[config.mk]
export PLATFORM = sky130hd
export DESIGN_NAME = tdm_demux4
export DESIGN_NICKNAME = d
export VERILOG_FILES = /design/src/rtl/tdm_demux4_pkg.sv /design/src/rtl/tdm_demux4_slot_ctr.sv /design/src/rtl/tdm_demux4.sv
export SDC_FILE = /design/constraint.sdc
export NUM_CORES = 1
export LEC_CHECK = 0
export ABC_CLOCK_PERIOD_IN_PS = 1700
export CORE_MARGIN = 5
export CORE_UTILIZATION = 50
export DETAILED_ROUTE_END_ITERATION = 6
export DONT_BUFFER_PORTS = 1
export HOLD_SLACK_MARGIN = 0.15
export PLACE_DENSITY = 0.68
export SYNTH_ARGS = -nofsm -noshare
export SYNTH_HDL_FRONTEND = slang
export SYNTH_SLANG_ARGS = --single-unit
[constraint.sdc]
create_clock -name clk -period 1.7 [get_ports clk]
set_input_delay 0 -clock clk [delete_from_list [all_inputs] [get_ports clk]]
set_output_delay 0 -clock clk [all_outputs]
set_load 0.01 [all_outputs]
[src/rtl/tdm_demux4_pkg.sv]
// Shared definitions for the four-channel TDM demultiplexer.
// Holds the lock FSM encoding and the slot/channel sizing constants.
package tdm_demux4_pkg;

    localparam int NUM_CH = 4;
    localparam int SLOT_W = 2;

    typedef logic [SLOT_W-1:0] slot_t;

    typedef enum logic {
        HUNT = 1'b0,
        LOCK = 1'b1
    } state_t;

endpackage

[src/rtl/tdm_demux4_slot_ctr.sv]
// Modulo-4 slot counter for the TDM demultiplexer.
// A load forces slot 1 (the slot after a sync sample); enable steps it.
module tdm_slot_ctr
    import tdm_demux4_pkg::*;
(
    input  logic  clk,
    input  logic  rst_n,
    input  logic  load,
    input  logic  en,
    output slot_t slot
);

    // Load wins over enable; natural 2-bit overflow gives the 3->0 wrap.
    always_ff @(posedge clk or negedge rst_n) begin
        if (!rst_n) begin
            slot <= '0;
        end else if (load) begin
            slot <= slot_t'(1);
        end else if (en) begin
            slot <= slot + slot_t'(1);
        end
    end

endmodule

[src/rtl/tdm_demux4.sv]
// Four-channel time-division demultiplexer: locks onto the sync-marked
// slot rotation and steers each sample into a held per-channel register.
module tdm_demux4
    import tdm_demux4_pkg::*;
#(
    parameter int WIDTH = 1
) (
    input  logic                    clk,
    input  logic                    rst_n,
    input  logic                    in_valid,
    input  logic                    in_sync,
    input  logic [WIDTH-1:0]        in_data,
    output logic [NUM_CH*WIDTH-1:0] out_data,
    output logic [NUM_CH-1:0]       out_valid,
    output logic                    frame_valid,
    output logic                    locked,
    output logic                    sync_err
);

    state_t            state, state_nxt;
    slot_t             slot;
    logic              ctr_load, ctr_en;
    logic [NUM_CH-1:0] wr_mask;
    logic              frame_ok, frame_ok_nxt;
    logic              frame_nxt, err_nxt;

    tdm_slot_ctr u_slot_ctr (
        .clk   (clk),
        .rst_n (rst_n),
        .load  (ctr_load),
        .en    (ctr_en),
        .slot  (slot)
    );

    always_ff @(posedge clk or negedge rst_n) begin
        if (!rst_n) begin
            state <= HUNT;
        end else begin
            state <= state_nxt;
        end
    end

    // A sync sample always opens a fresh frame with channel 0, so every
    // path that writes channel 0 on sync reloads the slot counter to 1.
    always_comb begin
        state_nxt    = state;
        ctr_load     = 1'b0;
        ctr_en       = 1'b0;
        wr_mask      = '0;
        frame_ok_nxt = frame_ok;
        frame_nxt    = 1'b0;
        err_nxt      = 1'b0;
        if (in_valid) begin
            unique case (state)
                HUNT: begin
                    if (in_sync) begin
                        wr_mask[0]   = 1'b1;
                        ctr_load     = 1'b1;
                        frame_ok_nxt = 1'b1;
                        state_nxt    = LOCK;
                    end
                end
                LOCK: begin
                    if (in_sync && slot != slot_t'(0)) begin
                        err_nxt      = 1'b1;
                        wr_mask[0]   = 1'b1;
                        ctr_load     = 1'b1;
                        frame_ok_nxt = 1'b1;
                    end else if (!in_sync && slot == slot_t'(0)) begin
                        err_nxt      = 1'b1;
                        frame_ok_nxt = 1'b0;
                        state_nxt    = HUNT;
                    end else begin
                        wr_mask[slot] = 1'b1;
                        ctr_en        = 1'b1;
                        if (slot == slot_t'(0)) begin
                            frame_ok_nxt = 1'b1;
                        end
                        if (slot == slot_t'(NUM_CH-1)) begin
                            frame_nxt = frame_ok;
                        end
                    end
                end
                default: state_nxt = HUNT;
            endcase
        end
    end

    always_ff @(posedge clk or negedge rst_n) begin
        if (!rst_n) begin
            out_data    <= '0;
            out_valid   <= '0;
            frame_valid <= 1'b0;
            sync_err    <= 1'b0;
            frame_ok    <= 1'b0;
        end else begin
            out_valid   <= wr_mask;
            frame_valid <= frame_nxt;
            sync_err    <= err_nxt;
            frame_ok    <= frame_ok_nxt;
            for (int k = 0; k < NUM_CH; k++) begin
                if (wr_mask[k]) begin
                    out_data[k*WIDTH +: WIDTH] <= in_data;
                end
            end
        end
    end

    assign locked = (state == LOCK);

endmodule

# == Word level (Yosys, flattened, before mapping) ==
# Cells that the tools add are included.
# totals
input_bits,5
mem_bits_rw,0
latch_bits,0
wordCells,59
reg_bits,14
memories,0
romBits,0
output_inout_bits,11
# op_classes
multipliers,0
n_reduce_logical,8
n_div,0
order_cmp,2
add_sub_neg,1
bitwise_logic,1
muxes,34
eq_ne,3
shift,0
# op_table
cell,count
2-to-1 mux 1 bit,23
2-to-1 mux 4 bit,2
one-hot mux 1 bit (2 select lines),4
2-to-1 mux 3 bit,2
2-to-1 mux 2 bit,2
"!= test 4 x 1 -> 1 bit, second input constant",1
nonzero test 2 bit,2
logical AND 1 bit,3
"< comparator 2 x 3 -> 1 bit, second input constant",1
AND reduction 3 bit,1
"adder 2 x 1 -> 2 bit, second input constant",1
demux 1 bit (select 2 bit),1
"equality test 2 bit, second input constant",1
"greater-or-equal comparator 2 x 1 -> 1 bit, second input constant",1
zero test 2 bit,1
"!= test 2 bit, second input constant",1
zero test 1 bit,1
NOT 1 bit,1

# == Longest topological paths before layout ==
# Gate-level depths: netlist (run 1).
# logic_depth
word_depth,8
ltp_mapped,7
mapped_depth_nobuf,7

# == Hierarchy ==
# Synthesis (run 1) repeated with hierarchy kept, for this count alone.
# hier_totals
hier_cells,48
hier_area_um2,679.4
# by_module_without_submodules
mod,cells_per_inst,area_each_um2,instances,seq_area_each_um2
tdm_demux4,40,579.3,1,300.3
tdm_slot_ctr,8,100.1,1,50.0

# == Worst setup path after synthesis (run 1) ==
# Ideal clock, no wire load.
# synth_path
path_type,register -> register
from,reg u_slot_ctr.slot[0]
to,reg out_data[1]
t_required_ps,1575
arrival_time_ps,1695
stages_incl_launch_ff,8
synth_period_minus_slack_ps,1820
path_buffers,0
path_slack_ps,-120
setup_time_ps,125
path_cell_list,dfrtp_1 inv_1 ha_1 inv_1 ha_1 and3b_4 and2_4 mux2_4
# synth_via
elab_chain_len,8
elab_cells_between_ends,13
classes_between,2 x order compare; 6 x mux; 5 x reduce/logical
# synth_rtl
element,line,text
from (decl),tdm_demux4_slot_ctr.sv:10,output slot_t slot
from (signal assigned),tdm_demux4_slot_ctr.sv:18,slot <= slot_t'(1);
from (signal assigned),tdm_demux4_slot_ctr.sv:20,slot <= slot + slot_t'(1);
< comparator 2 x 3 -> 1 bit (implied by the code) / greater-or-equal comparator 2 x 1 -> 1 bit (equally long branches),tdm_demux4.sv:74,wr_mask[slot] = 1'b1;
logical AND 1 bit (implied by the code),tdm_demux4.sv:74,
2-to-1 mux 1 bit (implied by the code),tdm_demux4.sv:74,
demux 1 bit (select 2 bit),tdm_demux4.sv:74,
2-to-1 mux 4 bit,tdm_demux4.sv:69,end else if (!in_sync && slot == slot_t'(0)) begin
2-to-1 mux 3 bit *,tdm_demux4.sv:64,if (in_sync && slot != slot_t'(0)) begin
2-to-1 mux 3 bit *,tdm_demux4.sv:54,unique case (state)
2-to-1 mux 4 bit *,tdm_demux4.sv:53,if (in_valid) begin
via wr_mask[1],tdm_demux4.sv:23,logic [NUM_CH-1:0] wr_mask;
"to (signal, indexed assignment)",tdm_demux4.sv:103,out_data[k*WIDTH +: WIDTH] <= in_data;
to (decl),tdm_demux4.sv:13,"output logic [NUM_CH*WIDTH-1:0] out_data,"
# The timed path passes the listed nets; every way through them passes the cells marked *.
# A chain may end at the register's enable or synchronous reset.

# == Worst setup path after layout (run 1) ==
# Ends and elaborated chain as after synthesis.

==> results of run 1 <==
-- power by group --
part | internal, mW | leakage (nW) | switching, mW
logic | 0.277 | 0.211 | 0.222
registers | 0.434 | 0.172 | 0.102
clock network | 0.0820 | 0.0138 | 0.0970
total | 0.793 | 0.397 | 0.421
-- critical path, stage by stage, from the launching register on --
cell and delay (ns):
sky130_fd_sc_hd__dfrtp_1 0.39, sky130_fd_sc_hd__inv_2 0.08, sky130_fd_sc_hd__ha_4 0.14, sky130_fd_sc_hd__inv_2 0.04, sky130_fd_sc_hd__ha_4 0.15, sky130_fd_sc_hd__and3b_4 0.31
sky130_fd_sc_hd__and2_4 0.15, sky130_fd_sc_hd__mux2_4 0.28
-- stage by stage --
stage / instances / setup WS [ns] / hold slack, ns
floorplan: 56 / 0.0132 / -0.296
CTS: 81 / 0.0308 / 0.188
finish: 82 / 0.0483 / 0.174
global placement: 73 / 0.0624 / -0.295
global route: 82 / -0.0412 / 0.219
detailed placement: 73 / 0.0430 / -0.295
-- cell usage after synthesis --
master | number | share of area [%]
sky130_fd_sc_hd__a21boi_0 | 1 | 1.1
sky130_fd_sc_hd__a21o_1 | 1 | 1.1
sky130_fd_sc_hd__a21oi_1 | 2 | 1.4
sky130_fd_sc_hd__a31oi_1 | 1 | 0.89
sky130_fd_sc_hd__a41oi_1 | 1 | 1.2
sky130_fd_sc_hd__and2_2 | 1 | 1.1
sky130_fd_sc_hd__and2_4 | 3 | 3.7
sky130_fd_sc_hd__and3b_4 | 1 | 1.8
sky130_fd_sc_hd__and4b_2 | 1 | 1.6
sky130_fd_sc_hd__buf_2 | 1 | 0.71
sky130_fd_sc_hd__buf_6 | 1 | 1.6
sky130_fd_sc_hd__dfrtp_1 | 14 | 50
sky130_fd_sc_hd__ha_1 | 8 | 14
sky130_fd_sc_hd__inv_1 | 4 | 2.1
sky130_fd_sc_hd__mux2_2 | 2 | 3.2
sky130_fd_sc_hd__mux2_4 | 3 | 6.4
sky130_fd_sc_hd__nand2_1 | 1 | 0.53
sky130_fd_sc_hd__nand4_1 | 1 | 0.89
sky130_fd_sc_hd__nor2_1 | 5 | 2.7
sky130_fd_sc_hd__o211ai_1 | 1 | 1.1
sky130_fd_sc_hd__o21a_1 | 1 | 1.1
sky130_fd_sc_hd__o22ai_1 | 1 | 0.89
sky130_fd_sc_hd__o31ai_1 | 1 | 1.1
-- layout by cell type, fill, tap and decap left out, drive strengths merged --
master / instances
o31ai: 1
ha: 8
a31oi: 1
buf: 6
nand2: 1
and2: 4
clkbuf: 3
and3b: 1
o211ai: 1
o21a: 1
o22ai: 1
a21oi: 2
dlygate4sd3: 4
a21o: 1
nand4: 1
and4b: 1
mux2: 5
a21boi: 1
a41oi: 1
dfrtp: 14
nor2: 5
inv: 4
-- final cells by class --
class | count | area share [%]
clock buffer | 3 | 2.68
inverter | 4 | 1.79
multi-input combinational | 36 | 41.4
sequential | 14 | 41.7
tap | 15 | 2.24
timing repair buffer | 10 | 10.1
-- state kept, by name (all words and copies together) (netlist names) --
name             cells
out_data             4
out_valid            4
u_slot_ctr.slot      2
frame_ok             1
frame_valid          1
locked               1
sync_err             1
-- kinds of logic (layout without fill, tap and decap cells) --
family	after synthesis	in the layout	synth area share (%)
adders and majority gates	8	8	14.2
muxes	5	5	9.59
DFF	14	14	49.7
buffers and inverters	6	17	4.44
and+or+nand+nor	13	13	12.3
AOI/OAI and AO/OA	10	10	9.77
-- worst max path at each step --
stage	startpoint	to	cells past startpoint	slack (ns)
after floorplan	u_slot_ctr.slot[0]	out_data[1]	7	0.01
after global placement	u_slot_ctr.slot[1]	out_data[3]	7	0.06
after detailed placement	u_slot_ctr.slot[1]	out_data[3]	7	0.04
after CTS	u_slot_ctr.slot[1]	locked	6	0.03
after global routing	u_slot_ctr.slot[0]	out_data[3]	7	-0.04
final	u_slot_ctr.slot[0]	out_data[1]	7	0.05
-- per-layer routing --
layer	GRT usage (%)	wire length, um	vias to the layer above
li1	-	-	218
met1	15.9	500	210
met2	20.6	515	14
met3	3.01	84	4
met4	9.68	34	0
met5	0	0	-
-- repair_timing --
item                                    4_1_cts  5_1_grt
setup buffers                                 0        2
endpoints found under the hold margin        28        0
hold buffers                                  5        0
endpoints found under the setup margin        0        4
==> out/summary.json, run 1 <==
{
  "outcome": "complete, no violations",
  "ctsHtreeMaxLevel": 1,
  "grt_setup_unrepaired": "yes",
  "dieWidth_um": 47.5,
  "final-hold-violation-count": 0,
  "final_period_minus_worst_setup_slack_ns": 1.65,
  "grt_first_pass_wirelength_mm": 2.02,
  "timing.final.setup_violations": 0,
  "ctsLongestPathBuffers": 2,
  "layout.area.seq_um2": 350,
  "syn_nets": 69,
  "dpl.hpwl_um": 869,
  "initial_core_util_pct": 53.5,
  "synth_warnings": 0,
  "tritoncts_num_sinks": 14,
  "totalPowerFinal_mw": 1.21,
  "flop_and_latch_count_out_of_synthesis": 14,
  "die_height_um": 47.5,
  "max_clock_freq_mhz": 605,
  "critPathRequiredTime_ns": 1.86,
  "grt_start_max_net_pins": 15,
  "power_per_cell_area_nw_per_um2": 1450,
  "design_area_um2": 840,
  "worst_pin_slew_ns": 0.614,
  "fin_worst_skew_ns": 0.00469,
  "multi_input_comb_area_um2": 348,
  "vdd.ir_drop.worst_uv": 828,
  "die_area_um2": 2260,
  "r2r_end": "out_data[1]",
  "floorplan.core_area_um2": 1320,
  "final_net_count": 82,
  "cts_resized": 0,
  "worst_ep_arrival_time_ns": 1.81,
  "numPortBuffers": 0,
  "syn_to_final_growth_pct": 19.2,
  "dpl-instance-area_um2": 762,
  "firstDrtPassIters": 2,
  "viasPerCell": 5.44,
  "worstHoldPathType": "primary input to asynchronous set/reset pin",
  "critical_path_peak_fanout": 4,
  "p_leak_nw": 0.397,
  "drtIter0Drc": 3,
  "synth_area_um2": 704,
  "clkTransAtPathRegs_ns": 0.08,
  "rows": 13,
  "timing.final.max_slew_violations": 0,
  "final.fill_count": 107,
  "finalWeightedCongestion": 0.758,
  "synthesized_instance_count": 56,
  "crit_path_start_kind": "flip-flop",
  "length_in_cells_of_the_worst_reg_to_reg_path": 7,
  "num_antenna_cells": 0,
  "timing.reg2reg.setup_slack_ns": 0.05,
  "via_count_of_the_first_global_routing_pass": 470,
  "insertion_delay_ns": 0.27,
  "top_level_pins": 16,
  "detail-route-antenna-nets": 0,
  "kind_of_capture_point_of_the_worst_setup_path": "flip-flop",
  "maxSlewHeadroom_pct": 58.9,
  "seq_area_frac_synth_pct": 49.7,
  "tritoncts": "built",
  "syn-mean-instance-area_um2": 12.6,
  "cap_violations": 0,
  "root_buffer": "sky130_fd_sc_hd__clkbuf_4",
  "totalNegativeSetupSlack_ns": 0,
  "synthDistinctLibCells": 23,
  "layout.core_utilization_pct": 63.7,
  "min_period_over_period_pct": 97.2,
  "wire_per_inst_um": 13.8,
  "critical_path_class": "flip-flop to flip-flop",
  "vias": 446,
  "grt.overflow.total": 0,
  "regToRegStartpoint": "u_slot_ctr.slot[0]",
  "drc": 0,
  "drt_wl_total_mm": 1.13,
  "layout-drive-gt1-share_pct": 37.3,
  "grt.total_usage_pct": 13.2,
  "cts_inserted_buffers": 3,
  "antenna_violations_before_repair": 0
}
Power figures use the tool's default switching activity.
==> inputs of run 2 (changes only) <==
--- a/config.mk
+++ b/config.mk
@@ -6,12 +6,13 @@
 export NUM_CORES = 1
 export LEC_CHECK = 0
 export ABC_CLOCK_PERIOD_IN_PS = 1700
+export BUFFER_PORTS_ARGS = -buffer_cell sky130_fd_sc_hd__buf_2
 export CORE_MARGIN = 5
-export CORE_UTILIZATION = 50
+export CORE_UTILIZATION = 45
 export DETAILED_ROUTE_END_ITERATION = 6
-export DONT_BUFFER_PORTS = 1
+export GPL_TIMING_DRIVEN = 0
 export HOLD_SLACK_MARGIN = 0.15
-export PLACE_DENSITY = 0.68
+export PLACE_DENSITY = 0.71
 export SYNTH_ARGS = -nofsm -noshare
 export SYNTH_HDL_FRONTEND = slang
 export SYNTH_SLANG_ARGS = --single-unit
==> run 2 against run 1 <==
Sequential share of layout area decreased by 5.8 points. Final cell count increased by 26%. Clock skew decreased by 0.0032 ns. Register-to-register slack got worse by 0.03 ns. Sequential power decreased by 9.3%. Global-route usage decreased by 0.63 points. Clock power increased by 30%. Non-clock buffer count increased by 19. Setup slack got worse by 0.027 ns. Combinational power increased by 36%. Design area increased by 17%.
==> out/summary.json, run 2 (synthesis gave the netlist of run 1 again) <==
{
  "firstDrtPassIters": {"value": 3, "change": "was 2"},
  "crit_path_cell_trace": {"value": "inv_2 > ha_4 > inv_2 > ha_4 > and3b_4 > and2_4 > mux2_4", "change": "unchanged"},
  "worstHoldPathType": {"value": "flip-flop to flip-flop", "change": "was primary input to asynchronous set/reset pin"},
  "timing.final.max_slew_violations": {"value": 0, "change": "unchanged"},
  "via_count_of_the_first_global_routing_pass": {"value": 518, "change": "was 470"},
  "grt_first_pass_wirelength": {"value": 2.35, "unit": "mm", "change": "was 2.02 mm"},
  "layout.core_utilization": {"value": 65.8, "unit": "%", "change": "was 63.7%"},
  "totalNegativeSetupSlack": {"value": 0, "unit": "ns", "change": "unchanged"},
  "top_layer": {"value": "met4", "change": "unchanged"},
  "num_antenna_cells": {"value": 0, "change": "unchanged"},
  "dpl.hpwl": {"value": 877, "unit": "um", "change": "was 869 um"},
  "die_height": {"value": 49.6, "unit": "um", "change": "was 47.5 um"},
  "tritoncts_num_sinks": {"value": 14, "change": "unchanged"},
  "viasPerCell": {"value": 5.03, "change": "was 5.44"},
  "worst_ep_arrival_time": {"value": 1.84, "unit": "ns", "change": "was 1.81 ns"},
  "numPortBuffers": {"value": 14, "change": "was 0"},
  "route.layer.met1.wl": {"value": 555, "unit": "um", "change": "was 500 um"},
  "outcome": {"value": "complete, no violations", "change": "unchanged"},
  "drt_wl_total": {"value": 1.31, "unit": "mm", "change": "was 1.13 mm"},
  "wire_per_inst": {"value": 12.7, "unit": "um", "change": "was 13.8 um"},
  "crit_path_start_kind": {"value": "flip-flop", "change": "unchanged"},
  "critical_path_peak_fanout": {"value": 4, "change": "unchanged"},
  "critPathRequiredTime": {"value": 1.87, "unit": "ns", "change": "was 1.86 ns"},
  "mostFrequentLayoutCell": {"value": "sky130_fd_sc_hd__buf_2", "change": "was sky130_fd_sc_hd__dfrtp_1"},
  "timing.final.setup_violations": {"value": 0, "change": "unchanged"},
  "detail-route-antenna-nets": {"value": 0, "change": "unchanged"},
  "final_net_count": {"value": 101, "change": "was 82"},
  "antenna_violations_before_repair": {"value": 0, "change": "unchanged"},
  "ctsLongestPathBuffers": {"value": 2, "change": "unchanged"},
  "slowest_delay": {"value": 0.40, "unit": "ns", "change": "was 0.39 ns"},
  "top_level_pins": {"value": 16, "change": "unchanged"},
  "finalWeightedCongestion": {"value": 0.790, "change": "was 0.758"},
  "min_period_over_period": {"value": 98.8, "unit": "%", "change": "was 97.2%"},
  "clkTransAtPathRegs": {"value": 0.08, "unit": "ns", "change": "about the same"},
  "die_area": {"value": 2460, "unit": "um2", "change": "was 2260 um2"},
  "drtIter0Drc": {"value": 4, "change": "was 3"},
  "syn_to_final_growth": {"value": 39.1, "unit": "%", "change": "was 19.2%"},
  "floorplan.core_area": {"value": 1490, "unit": "um2", "change": "was 1320 um2"},
  "route.met2.wl": {"value": 628, "unit": "um", "change": "was 515 um"},
  "grt_start_max_net_pins": {"value": 15, "change": "unchanged"},
  "kind_of_capture_point_of_the_worst_setup_path": {"value": "flip-flop", "change": "unchanged"},
  "tritoncts": {"value": "built", "change": "unchanged"},
  "critical_path.n_buffers_inverters": {"value": 2, "change": "unchanged"},
  "power_per_cell_area": {"value": 1430, "unit": "nW/um2", "change": "was 1450 nW/um2"},
  "initial_core_util": {"value": 47.3, "unit": "%", "change": "was 53.5%"},
  "largest_registers": {"value": "out_data: 4 flops, out_valid: 4 flops, u_slot_ctr.slot: 2 flops", "change": "unchanged"},
  "root_buffer": {"value": "sky130_fd_sc_hd__clkbuf_4", "change": "unchanged"},
  "ctsHtreeMaxLevel": {"value": 1, "change": "unchanged"},
  "vias": {"value": 518, "change": "was 446"},
  "vdd.ir_drop.worst": {"value": 825, "unit": "uV", "change": "was 828 uV"},
  "grt_setup_unrepaired": {"value": "yes", "change": "unchanged"},
  "final-hold-violation-count": {"value": 0, "change": "unchanged"},
  "grt.overflow.total": {"value": 0, "change": "unchanged"},
  "rows": {"value": 14, "change": "was 13"},
  "worst_pin_slew": {"value": 0.608, "unit": "ns", "change": "was 0.614 ns"},
  "cap_violations": {"value": 0, "change": "unchanged"},
  "grt.total_usage": {"value": 12.6, "unit": "%", "change": "was 13.2%"},
  "fin_worst_skew": {"value": 0.00146, "unit": "ns", "change": "was 0.00469 ns"},
  "maxSlewHeadroom": {"value": 59.4, "unit": "%", "change": "was 58.9%"},
  "drc": {"value": 0, "change": "unchanged"},
  "layout-drive-gt1-share": {"value": 52.9, "unit": "%", "change": "was 37.3%"},
  "met3WireLength": {"value": 84, "unit": "um", "change": "unchanged"},
  "critical_path_class": {"value": "flip-flop to flip-flop", "change": "unchanged"},
  "cpLargestDelayFamily": {"value": "simple AND/OR/NAND/NOR gates", "change": "unchanged"},
  "max_clock_freq": {"value": 596, "unit": "MHz", "change": "was 605 MHz"},
  "insertion_delay": {"value": 0.27, "unit": "ns", "change": "about the same"},
  "layout_common_cells": {"value": "sky130_fd_sc_hd__buf_2, sky130_fd_sc_hd__dfrtp_1, sky130_fd_sc_hd__buf_4", "change": "was sky130_fd_sc_hd__dfrtp_1, sky130_fd_sc_hd__ha_1, sky130_fd_sc_hd__buf_4, sky130_fd_sc_hd__nor2_1, sky130_fd_sc_hd__dlygate4sd3_1"},
  "final_period_minus_worst_setup_slack": {"value": 1.68, "unit": "ns", "change": "was 1.65 ns"},
  "dieWidth": {"value": 49.6, "unit": "um", "change": "was 47.5 um"},
  "cts_inserted_buffers": {"value": 3, "change": "unchanged"},
  "p_leak": {"value": 0.488, "unit": "nW", "change": "was 0.397 nW"},
  "timing.critical_path.slowest_stage_cell": {"value": "sky130_fd_sc_hd__dfrtp_1", "change": "unchanged"}
}
[run 2: changes by cell type in the layout (fill, tap and decap cells not counted), sizes merged]
cell	before	now
clkbuf	3	4
buf	6	24
dlygate4sd3	4	5
[run 2: cell type report]
cell class              instances  area, um2
flip-flops and latches         14        352
repair buffers                 27        180
clock buffers                   4       36.3
plain buffers                   2       16.3
multi-input cells              36        360
fillers                       111        509
well taps                      16       20.0
inverters                       4       15.0
[run 2: worst reg2reg max path, cell delays in order (launching register included)]
cell and delay, ns:
sky130_fd_sc_hd__dfrtp_1 0.40, sky130_fd_sc_hd__inv_2 0.09, sky130_fd_sc_hd__ha_4 0.15, sky130_fd_sc_hd__inv_2 0.04
sky130_fd_sc_hd__ha_4 0.15, sky130_fd_sc_hd__and3b_4 0.30, sky130_fd_sc_hd__and2_4 0.15, sky130_fd_sc_hd__mux2_4 0.28
[run 2: report_power, final]
group,internal [mW],total (mW),leakage [nW],switching [mW]
sequential,0.435,0.486,0.171,0.0507
clock,0.130,0.233,0.0210,0.103
combinational,0.370,0.679,0.296,0.309
[run 2: metal layers]
metal / vias to the layer above / track usage (%)
li1: 255 / -
met1: 243 / 14.9
met2: 16 / 19.7
met3: 4 / 2.71
met4: 0 / 9.17
met5: - / 0
[run 2: path summary, 6_finish.rpt]
path	start	endpoint	slack, ns	depth (start not counted)
max	u_slot_ctr.slot[1]	out_data[2]	0.02	7
min	out_data[0]	out_data[0]	0.51	1
max reg2reg	u_slot_ctr.slot[1]	out_data[2]	0.02	7
min reg2reg	out_data[0]	out_data[0]	0.51	1
max in group asynchronous	rst_n	u_slot_ctr.slot[0]	0.47	3
min in group asynchronous	rst_n	out_data[3]	0.80	3
[run 2: stage by stage]
| step | instances | hold slack [ns] | setup WS [ns] | area (um2) | power, mW |
|---|---|---|---|---|---|
| 2_1_floorplan | 56 | -0.296 | 0.0132 | 729 | 0.892 |
| 3_3_place_gp | 86 | -0.0965 | -0.0659 | 820 | 1.03 |
| 3_5_place_dp | 86 | -0.0914 | -0.101 | 820 | 1.05 |
| 4_1_cts | 99 | 0.509 | 0.00310 | 937 | 1.36 |
| 5_1_grt | 103 | 0.535 | -0.0376 | 980 | 1.53 |
| 6_report | 103 | 0.510 | 0.0212 | 980 | 1.40 |
[run 2: what timing repair did]
action / in CTS / in global routing
pin swaps: 1 / 5
buffers inserted: 4 / 4
gates resized for setup: 1 / 1
endpoints found under the setup margin: 3 / 4
endpoints found under the hold margin: 24 / 0
hold buffers: 5 / 0
==> inputs of run 3 (changes only) <==
--- a/config.mk
+++ b/config.mk
@@ -7,7 +7,7 @@
 export LEC_CHECK = 0
 export ABC_CLOCK_PERIOD_IN_PS = 1700
 export BUFFER_PORTS_ARGS = -buffer_cell sky130_fd_sc_hd__buf_2
-export CORE_MARGIN = 5
+export CORE_MARGIN = 2
 export CORE_UTILIZATION = 45
 export DETAILED_ROUTE_END_ITERATION = 6
 export GPL_TIMING_DRIVEN = 0
==> run 3 against run 2 <==
Critical path depth is the same. Wire length shrank 8.8%. Clock skew rose by 0.0027 ns. Final cell count is 1.9% lower. Maximum frequency up 1.5%. Design area down 2.8%. Power decreased by 3.2%. Global-route usage is 2.0 points higher. Worst hold slack worse by 0.0020 ns. Critical path type unchanged. Highest routed layer unchanged.
==> out/summary.json, run 3 (synthesis gave the netlist of run 1 again) <==
{
  "outcome": {"value": "complete, no violations", "change": "unchanged"},
  "numPortBuffers": {"value": 14, "change": "unchanged"},
  "initial_core_util": {"value": 47.3, "unit": "%", "change": "unchanged"},
  "totalPowerFinal": {"value": 1.35, "unit": "mW", "change": "was 1.40 mW"},
  "clkTransAtPathRegs": {"value": 0.08, "unit": "ns", "change": "about the same"},
  "syn_to_final_growth": {"value": 35.2, "unit": "%", "change": "was 39.1%"},
  "layout.cells.non_filler": {"value": 101, "change": "was 103"},
  "multi_input_comb_area": {"value": 348, "unit": "um2", "change": "was 360 um2"},
  "grt.overflow.total": {"value": 0, "change": "unchanged"},
  "wire_per_inst": {"value": 11.8, "unit": "um", "change": "was 12.7 um"},
  "crit_path_start_kind": {"value": "flip-flop", "change": "unchanged"},
  "insertion_delay": {"value": 0.28, "unit": "ns", "change": "was 0.27 ns"},
  "slowest_delay": {"value": 0.42, "unit": "ns", "change": "was 0.40 ns"},
  "final_net_count": {"value": 99, "change": "was 101"},
  "final.fill_count": {"value": 110, "change": "was 111"},
  "drtIter0Drc": {"value": 1, "change": "was 4"},
  "power_per_cell_area": {"value": 1420, "unit": "nW/um2", "change": "was 1430 nW/um2"},
  "cpLargestDelayFamily": {"value": "simple AND/OR/NAND/NOR gates", "change": "unchanged"},
  "layout-drive-gt1-share": {"value": 50.6, "unit": "%", "change": "was 52.9%"},
  "grt_start_max_net_pins": {"value": 15, "change": "unchanged"},
  "critical_path_peak_fanout": {"value": 4, "change": "unchanged"},
  "top_level_pins": {"value": 16, "change": "unchanged"},
  "floorplan.core_area": {"value": 1490, "unit": "um2", "change": "unchanged"},
  "finalWorstSetupSlack": {"value": 0.0458, "unit": "ns", "change": "was 0.0212 ns"},
  "ctsLongestPathBuffers": {"value": 2, "change": "unchanged"},
  "mostFrequentLayoutCell": {"value": "sky130_fd_sc_hd__buf_2", "change": "unchanged"},
  "drt_wl_total": {"value": 1.19, "unit": "mm", "change": "was 1.31 mm"},
  "vias": {"value": 500, "change": "was 518"},
  "grt.total_usage": {"value": 14.5, "unit": "%", "change": "was 12.6%"},
  "maxSlewHeadroom": {"value": 59.1, "unit": "%", "change": "was 59.4%"},
  "crit_path_cell_trace": {"value": "inv_2 > ha_4 > inv_2 > ha_4 > and3b_4 > and2_4 > mux2_4", "change": "unchanged"},
  "viasPerCell": {"value": 4.95, "change": "was 5.03"},
  "critical_path.n_buffers_inverters": {"value": 2, "change": "unchanged"},
  "num_antenna_cells": {"value": 0, "change": "unchanged"},
  "grt_first_pass_wirelength": {"value": 1.91, "unit": "mm", "change": "was 2.35 mm"},
  "p_leak": {"value": 0.479, "unit": "nW", "change": "was 0.488 nW"},
  "die_height": {"value": 43.6, "unit": "um", "change": "was 49.6 um"},
  "tritoncts": {"value": "built", "change": "unchanged"},
  "kind_of_capture_point_of_the_worst_setup_path": {"value": "flip-flop", "change": "unchanged"},
  "worst_ep_arrival_time": {"value": 1.82, "unit": "ns", "change": "was 1.84 ns"},
  "globalRouteMet2Util": {"value": 22.6, "unit": "%", "change": "was 19.7%"},
  "rows": {"value": 14, "change": "unchanged"},
  "groute.layer.met3.usage": {"value": 1.25, "unit": "%", "change": "was 2.71%"},
  "worstHoldPathType": {"value": "flip-flop to flip-flop", "change": "unchanged"},
  "dpl_worst_slack": {"value": -0.101, "unit": "ns", "change": "about the same"},
  "timing.final.setup_violations": {"value": 0, "change": "unchanged"},
  "layout.core_utilization": {"value": 63.9, "unit": "%", "change": "was 65.8%"},
  "largest_registers": {"value": "out_data: 4 flops, out_valid: 4 flops, u_slot_ctr.slot: 2 flops", "change": "unchanged"},
  "cts_inserted_buffers": {"value": 3, "change": "unchanged"},
  "timing.hold.ws": {"value": 0.508, "unit": "ns", "change": "was 0.510 ns"},
  "critPathRequiredTime": {"value": 1.87, "unit": "ns", "change": "about the same"},
  "layout.area.seq": {"value": 352, "unit": "um2", "change": "unchanged"},
  "vdd.ir_drop.worst": {"value": 603, "unit": "uV", "change": "was 825 uV"},
  "die_area": {"value": 1900, "unit": "um2", "change": "was 2460 um2"},
  "finalWeightedCongestion": {"value": 0.718, "change": "was 0.790"},
  "dieWidth": {"value": 43.6, "unit": "um", "change": "was 49.6 um"},
  "firstDrtPassIters": {"value": 4, "change": "was 3"},
  "dpl.hpwl": {"value": 836, "unit": "um", "change": "was 877 um"},
  "ctsHtreeMaxLevel": {"value": 1, "change": "unchanged"},
  "final_period_minus_worst_setup_slack": {"value": 1.65, "unit": "ns", "change": "was 1.68 ns"},
  "grt_setup_unrepaired": {"value": "yes", "change": "unchanged"},
  "critical_path_class": {"value": "flip-flop to flip-flop", "change": "unchanged"},
  "final-hold-violation-count": {"value": 0, "change": "unchanged"},
  "tritoncts_num_sinks": {"value": 14, "change": "unchanged"},
  "layout_common_cells": {"value": "sky130_fd_sc_hd__buf_2, sky130_fd_sc_hd__dfrtp_1, sky130_fd_sc_hd__ha_1, sky130_fd_sc_hd__buf_4", "change": "was sky130_fd_sc_hd__buf_2, sky130_fd_sc_hd__dfrtp_1, sky130_fd_sc_hd__buf_4"},
  "placed_cells": {"value": 86, "change": "unchanged"},
  "drc": {"value": 0, "change": "unchanged"},
  "max_clock_freq": {"value": 605, "unit": "MHz", "change": "was 596 MHz"},
  "globalRoute.busiestLayer": {"value": "met2", "change": "unchanged"},
  "grtUsageMet1": {"value": 17.1, "unit": "%", "change": "was 14.9%"},
  "fin_worst_skew": {"value": 0.00419, "unit": "ns", "change": "was 0.00146 ns"},
  "timing.critical_path.slowest_stage_cell": {"value": "sky130_fd_sc_hd__dfrtp_2", "change": "was sky130_fd_sc_hd__dfrtp_1"},
  "cap_violations": {"value": 0, "change": "unchanged"},
  "worst_pin_slew": {"value": 0.612, "unit": "ns", "change": "was 0.608 ns"},
  "min_period_over_period": {"value": 97.3, "unit": "%", "change": "was 98.8%"},
  "via_count_of_the_first_global_routing_pass": {"value": 444, "change": "was 518"},
  "antenna_violations_before_repair": {"value": 0, "change": "unchanged"},
  "detail-route-antenna-nets": {"value": 0, "change": "unchanged"},
  "timing.final.max_slew_violations": {"value": 0, "change": "unchanged"},
  "root_buffer": {"value": "sky130_fd_sc_hd__clkbuf_4", "change": "unchanged"}
}
## run 3: cell count changes in the layout (fill, tap and decap cells not counted), sizes merged
cell,delta
buf,-2
## run 3: path summary, 6_finish.rpt
kind	start	end	slack (ns)	cells after the start
setup / recovery	u_slot_ctr.slot[0]	out_data[1]	0.05	7
hold / removal	out_data[0]	out_data[0]	0.51	1
setup reg to reg	u_slot_ctr.slot[0]	out_data[1]	0.05	7
hold reg to reg	out_data[0]	out_data[0]	0.51	1
max in group asynchronous	rst_n	u_slot_ctr.slot[0]	0.48	3
min in group asynchronous	rst_n	frame_ok	0.79	3
## run 3: report_power, final
| group | internal, mW | switching, mW |
|---|---|---|
| logic | 0.340 | 0.291 |
| registers | 0.435 | 0.0505 |
| clock network | 0.130 | 0.106 |
| total | 0.905 | 0.448 |
## run 3: layout make-up
type / count / area share [%]
plain buffers: 2 / 1.71
flip-flops and latches: 14 / 36.9
multi-input cells: 36 / 36.5
inverters: 4 / 1.58
well taps: 16 / 2.10
clock buffers: 4 / 3.81
repair buffers: 25 / 17.3
## run 3: metrics by stage
step / area (um2) / TNS, ns
after floorplan: 729 / 0
after global placement: 820 / -0.222
after detailed placement: 820 / -0.299
after CTS: 937 / 0
after global routing: 952 / -0.0681
final: 952 / 0
## run 3: layer usage
layer / routed length [um] / part of all wire, %
met5: 0 / 0
met4: 53 / 4.4
met3: 48 / 4.0
met2: 553 / 46
met1: 537 / 45
## run 3: what timing repair did
action | CTS | global route
endpoints found under the hold margin | 24 | 0
hold buffers | 5 | 0
resized for setup | 1 | 0
gates cloned | 0 | 0
setup endpoints to repair | 3 | 3
pin swaps | 1 | 3
buffers inserted | 4 | 2
